$ cat src/rtl/gcd_rr_scheduler.sv
// Round-robin front end that shares one GCD engine among NREQ requesters.
// Optional watchdog and timeout port: define GCD_TIMEOUT_EN.
module gcd_rr_scheduler #(
    parameter int N       = 8,
    parameter int NREQ    = 4,
    parameter int TMO_CYC = 1024
) (
    input  logic              clk,
    input  logic              rst,
    input  logic [NREQ-1:0]   req,
    input  logic [NREQ*N-1:0] p_in,
    input  logic [NREQ*N-1:0] q_in,
    output logic [NREQ-1:0]   gnt,
    output logic [NREQ-1:0]   done,
    output logic [N-1:0]      r_out,
    output logic              busy,
    output logic [N-1:0]      eng_p,
    output logic [N-1:0]      eng_q,
    output logic              eng_start,
    input  logic [N-1:0]      eng_r,
    input  logic              eng_valid
`ifdef GCD_TIMEOUT_EN
    ,
    output logic              timeout
`endif
);

    localparam int PW = (NREQ > 1) ? $clog2(NREQ) : 1;

    localparam logic [1:0] S_IDLE   = 2'd0;
    localparam logic [1:0] S_LAUNCH = 2'd1;
    localparam logic [1:0] S_WAIT   = 2'd2;
    localparam logic [1:0] S_DONE   = 2'd3;

    logic [1:0]    state;
    logic [PW-1:0] ptr;
    logic [PW-1:0] sel;
    logic [PW-1:0] cand;
    logic          sel_found;
    logic [N-1:0]  sel_p;
    logic [N-1:0]  sel_q;
    logic          zero_q;
    logic          valid_q;
    logic          completion;

`ifdef GCD_TIMEOUT_EN
    localparam int TW = $clog2(TMO_CYC + 1);
    logic [TW-1:0] tmo_cnt;
`endif

    // First requester above the last winner, wrapping, so the last winner ranks lowest.
    always_comb begin
        sel_found = 1'b0;
        sel       = '0;
        cand      = '0;
        for (int k = 1; k <= NREQ; k++) begin
            cand = PW'((int'(ptr) + k) % NREQ);
            if (!sel_found && req[cand]) begin
                sel_found = 1'b1;
                sel       = cand;
            end
        end
    end

    assign sel_p = p_in[int'(sel)*N +: N];
    assign sel_q = q_in[int'(sel)*N +: N];

    // valid_q keeps sampling through LAUNCH, so a valid still high from the last op is no edge.
    assign completion = eng_valid && !valid_q;
    assign busy       = (state != S_IDLE);

    always_ff @(posedge clk) begin
        if (rst) begin
            state     <= S_IDLE;
            ptr       <= PW'(NREQ - 1);
            gnt       <= '0;
            done      <= '0;
            r_out     <= '0;
            eng_p     <= '0;
            eng_q     <= '0;
            eng_start <= 1'b0;
            zero_q    <= 1'b0;
            valid_q   <= 1'b0;
`ifdef GCD_TIMEOUT_EN
            timeout   <= 1'b0;
            tmo_cnt   <= '0;
`endif
        end else begin
            valid_q   <= eng_valid;
            eng_start <= 1'b0;
            done      <= '0;
`ifdef GCD_TIMEOUT_EN
            timeout   <= 1'b0;
`endif
            case (state)
                S_IDLE: begin
                    if (sel_found) begin
                        gnt       <= NREQ'(1) << sel;
                        eng_p     <= sel_p;
                        eng_q     <= sel_q;
                        ptr       <= sel;
                        zero_q    <= (sel_p == '0) || (sel_q == '0);
                        eng_start <= (sel_p != '0) && (sel_q != '0);
                        state     <= S_LAUNCH;
                    end
                end
                S_LAUNCH: begin
                    // A zero operand never reaches the engine: gcd(x,0) = x, gcd(0,0) = 0.
                    if (zero_q) begin
                        r_out <= eng_p | eng_q;
                        done  <= gnt;
                        gnt   <= '0;
                        state <= S_DONE;
                    end else begin
                        state <= S_WAIT;
`ifdef GCD_TIMEOUT_EN
                        tmo_cnt <= '0;
`endif
                    end
                end
                S_WAIT: begin
                    if (completion) begin
                        r_out <= eng_r;
                        done  <= gnt;
                        gnt   <= '0;
                        state <= S_DONE;
                    end
`ifdef GCD_TIMEOUT_EN
                    else if (tmo_cnt == TW'(TMO_CYC - 1)) begin
                        r_out   <= '0;
                        done    <= gnt;
                        gnt     <= '0;
                        timeout <= 1'b1;
                        state   <= S_DONE;
                    end else begin
                        tmo_cnt <= tmo_cnt + 1'b1;
                    end
`endif
                end
                S_DONE: begin
                    state <= S_IDLE;
                end
                default: begin
                    state <= S_IDLE;
                end
            endcase
        end
    end

endmodule
$ cat config.mk
export PLATFORM = sky130hd
export DESIGN_NAME = gcd_rr_scheduler
export DESIGN_NICKNAME = d
export VERILOG_FILES = /design/src/rtl/gcd_rr_scheduler.sv
export SDC_FILE = /design/constraint.sdc
export NUM_CORES = 1
export LEC_CHECK = 0
export CAP_MARGIN = 20
export CORE_AREA = 3 3 104 106
export DETAILED_ROUTE_END_ITERATION = 10
export DIE_AREA = 0 0 107 109
export PLACE_DENSITY = 0.52
export SYNTH_ARGS = -nofsm -noshare
export SYNTH_HDL_FRONTEND = slang
export SYNTH_SLANG_ARGS = --single-unit
$ cat constraint.sdc
create_clock -name clk -period 1.6 [get_ports clk]
set_input_delay 0.4 -clock clk [delete_from_list [all_inputs] [get_ports clk]]
set_output_delay 0.4 -clock clk [all_outputs]
set_load 0.05 [all_outputs]
==> results.py <==
metrics = {
    "die": {
        "die-area_sq_um": 11700,
        "die_w_um": 107,
        "core-area_sq_um": 9860,
        "rows": 36,
        "start_util_pct": 23.2,
        "die_y_um": 109,
        "io_pins": 113,
    },
    "power_and_ir_drop": {
        "ir_drop_v": 0.00111,
        "leakagePower_uw": 0.00192,
        "p_per_area_nw_per_um2": 1900,
    },
    "place": {
        "dp.cells": 553,
        "place_area_sq_um": 4250,
        "place.detailed.hpwl_um": 6930,
        "io_buffers": 112,
        "gp_congestion": 0.846,
    },
    "clocking": {
        "clkTransAtPathRegs_ns": 0.08,
        "root_buffer": "clkbuf_8",
        "cts_buffer_depth": 2,
        "cts_inserted_buffers": 5,
        "insertion_delay_ns": 0.29,
        "hold_buffers": 0,
        "cts_tree": "yes",
        "htree_levels": 2,
        "clkSinkCount": 39,
    },
    "setup_path": {
        "critical_path_required_ns": 1.78,
        "endpoint_kind": "flip-flop",
        "ff2ff_setup_slack_ns": -0.03,
        "worst-r2r-cell-count": 6,
        "crit_fanout": 12,
        "rr_endpoint": "eng_p[6]",
        "timing.rr.start": "ptr[0]",
        "worstSetupStartpointType": "flip-flop",
        "critPathKind": "flip-flop to flip-flop",
        "crit_arrival_ns": 1.81,
    },
    "yosys": {
        "netlist_top_cells_area": "dfxtp_1, mux2i_1, nand2_1",
        "synth_area_per_cell_sq_um": 8.31,
        "yosysWarnings": 0,
        "ys_seq_area_share_pct": 34.2,
        "netlist_instances": 275,
        "synth_area_sq_um": 2280,
        "async_reset_ff_share_pct": 0,
        "synth_ff_type": "dfxtp_1",
        "synth_edf_count": 0,
        "synthDominantCellAreaShare_pct": 34.2,
        "yosysMostFrequentCell": "nand2_1",
        "synth_top_area_cell": "dfxtp_1",
        "ys_types": 35,
        "yosys-top-cells-count": "nand2_1, mux2i_1, dfxtp_1",
        "synth-seq-cells": 39,
        "syn_nets": 358,
    },
    "sta": {
        "timing.fmax_mhz": 613,
        "rsz0062_at_grt": "yes",
        "relSlewSlack_pct": 70.2,
        "layout_min_cycle_time_ns": 1.63,
        "worst_slack_ns": -0.0318,
        "fin_tns_setup_ns": -0.103,
        "hold_violations": 0,
        "final-setup-viol-count": 8,
        "worst_pin_slew_ns": 0.446,
        "fin_skew_ns": 0.00615,
        "drv_slew": 0,
        "post-route-period-util_pct": 102,
    },
    "run_status": {
        "status": "finished, violations left",
        "violations": "setup timing",
    },
    "layout": {
        "fillers": 958,
        "instances_no_fill": 572,
        "drive_gt1_share_pct": 30.8,
        "ff_latch_area_sq_um": 786,
        "antenna_cells": 0,
        "finalInstanceArea_sq_um": 4580,
        "layout.nets": 521,
        "syn2layout_area_growth_pct": 100,
        "multi_input_area_sq_um": 1520,
        "fin_util_pct": 46.4,
    },
    "route": {
        "drtIter0Drc": 79,
        "postRouteWirelength_um": 8810,
        "wire_per_inst_um": 15.4,
        "num_vias": 2667,
        "routed_via_density": 4.66,
        "drc": 0,
        "drt_first_pass_iters": 4,
        "ant_nets": 0,
    },
    "global_route": {
        "grt_overflow": 0,
        "grt_pass1_vias": 2837,
        "grt_antenna_before_repair": 0,
        "track_usage_pct": 15.2,
        "grt_max_degree": 18,
        "grt_pass1_wl_um": 13800,
    },
    "flow_run": {
        "cap_violations": 0,
    },
    "min_path": {
        "hp-class": "flip-flop to flip-flop",
        "holdPathStages": 2,
        "hp-start": "gnt[3]",
        "worstHoldEndpoint": "gnt[3]",
    },
}
-- critical path, cell delays in order (launching register included) --
cell and delay (ns):
dfxtp_2 0.33, and2b_1 0.21, o221a_4 0.26, buf_12 0.17
mux2i_1 0.26, nand2_2 0.07, a32o_1 0.23
-- layout by cell type, fill, tap and decap left out, types with 2 or more instances in the layout --
cell type	instances
dfxtp_2	4
o21ai_0	9
o211ai_1	2
dfxtp_1	35
and2_1	4
buf_6	7
and2b_1	2
mux2i_1	38
a21oi_1	8
inv_2	2
a21o_1	2
clkdlybuf4s50_1	71
bufinv_16	2
nor2_1	22
nand2_1	59
a32o_2	2
dlymetal6s2s_1	3
ha_1	2
a21oi_2	2
mux2i_2	2
nand2b_1	3
nor4_2	3
nand3b_1	2
nand3_1	5
a32o_1	14
buf_12	36
clkdlybuf4s15_2	2
nor2_4	2
clkdlybuf4s15_1	2
clkbuf_8	5
buf_4	49
nor4_1	13
-- metrics by stage --
step	hold slack, ns	setup slack, ns	power, uW
2_1_floorplan	0.442	-0.0340	4760
3_3_place_gp	0.491	-0.602	7310
3_5_place_dp	0.500	-0.641	7350
4_1_cts	0.513	-0.0613	8730
5_1_grt	0.546	-0.107	9200
6_report	0.507	-0.0318	8690
-- where the power goes --
part / internal, uW / switching [uW]
logic: 2980 / 2890
registers: 1360 / 480
clock network: 624 / 363
total: 4970 / 3730
-- sequential cells by signal, indices dropped and copies added (netlist names) --
name / flops
zero_q: 1
eng_p: 8
gnt: 4
ptr: 2
eng_q: 8
eng_start: 1
valid_q: 1
done: 4
r_out: 8
state: 2
-- worst max path at each step --
stage	to	start	slack [ns]	cells after the start
floorplan	eng_p[4]	state[1]	-0.03	7
global placement	eng_q[0]	req[3]	-0.60	7
detailed placement	eng_q[0]	req[3]	-0.64	7
CTS	eng_p[4]	ptr[0]	-0.06	6
global route	eng_p[4]	ptr[0]	-0.11	6
finish	eng_p[6]	ptr[0]	-0.03	6
-- area by class of cell --
| cell class | instances | area share [%] |
|---|---|---|
| clock inverter | 2 | 1.31 |
| timing repair buffer | 170 | 42.8 |
| multi-input combinational | 218 | 33.1 |
| inverter | 4 | 0.410 |
| tap | 133 | 3.64 |
| clock buffer | 6 | 1.59 |
| sequential | 39 | 17.2 |
-- cells by family (layout without fill, tap and decap cells) --
logic type      after synthesis  count (layout)  synth area share [%]
simple gates                127             127                  25.4
compound gates               47              47                  16.0
mux                          40              40                  17.5
flops                        39              39                  34.2
buf+inv                      18             182                  4.71
fa+ha+maj                     4               4                  2.19
-- per-layer routing --
metal	vias up	wire length (um)	GRT usage, %	share of wire, %
li1	1319	-	-	-
met1	1242	3690	17.7	42
met2	100	4480	28.0	51
met3	6	593	4.14	6.7
met4	0	51	2.56	0.58
met5	-	0	0	0
-- timing repair --
item | 4_1_cts | 5_1_grt
pin swaps | 5 | 10
gates cloned | 1 | 0
resized for setup | 23 | 17
endpoints found under the setup margin | 26 | 34
buffers inserted | 10 | 2
endpoints found under the hold margin | 0 | 0
Power figures use the tool's default switching activity.
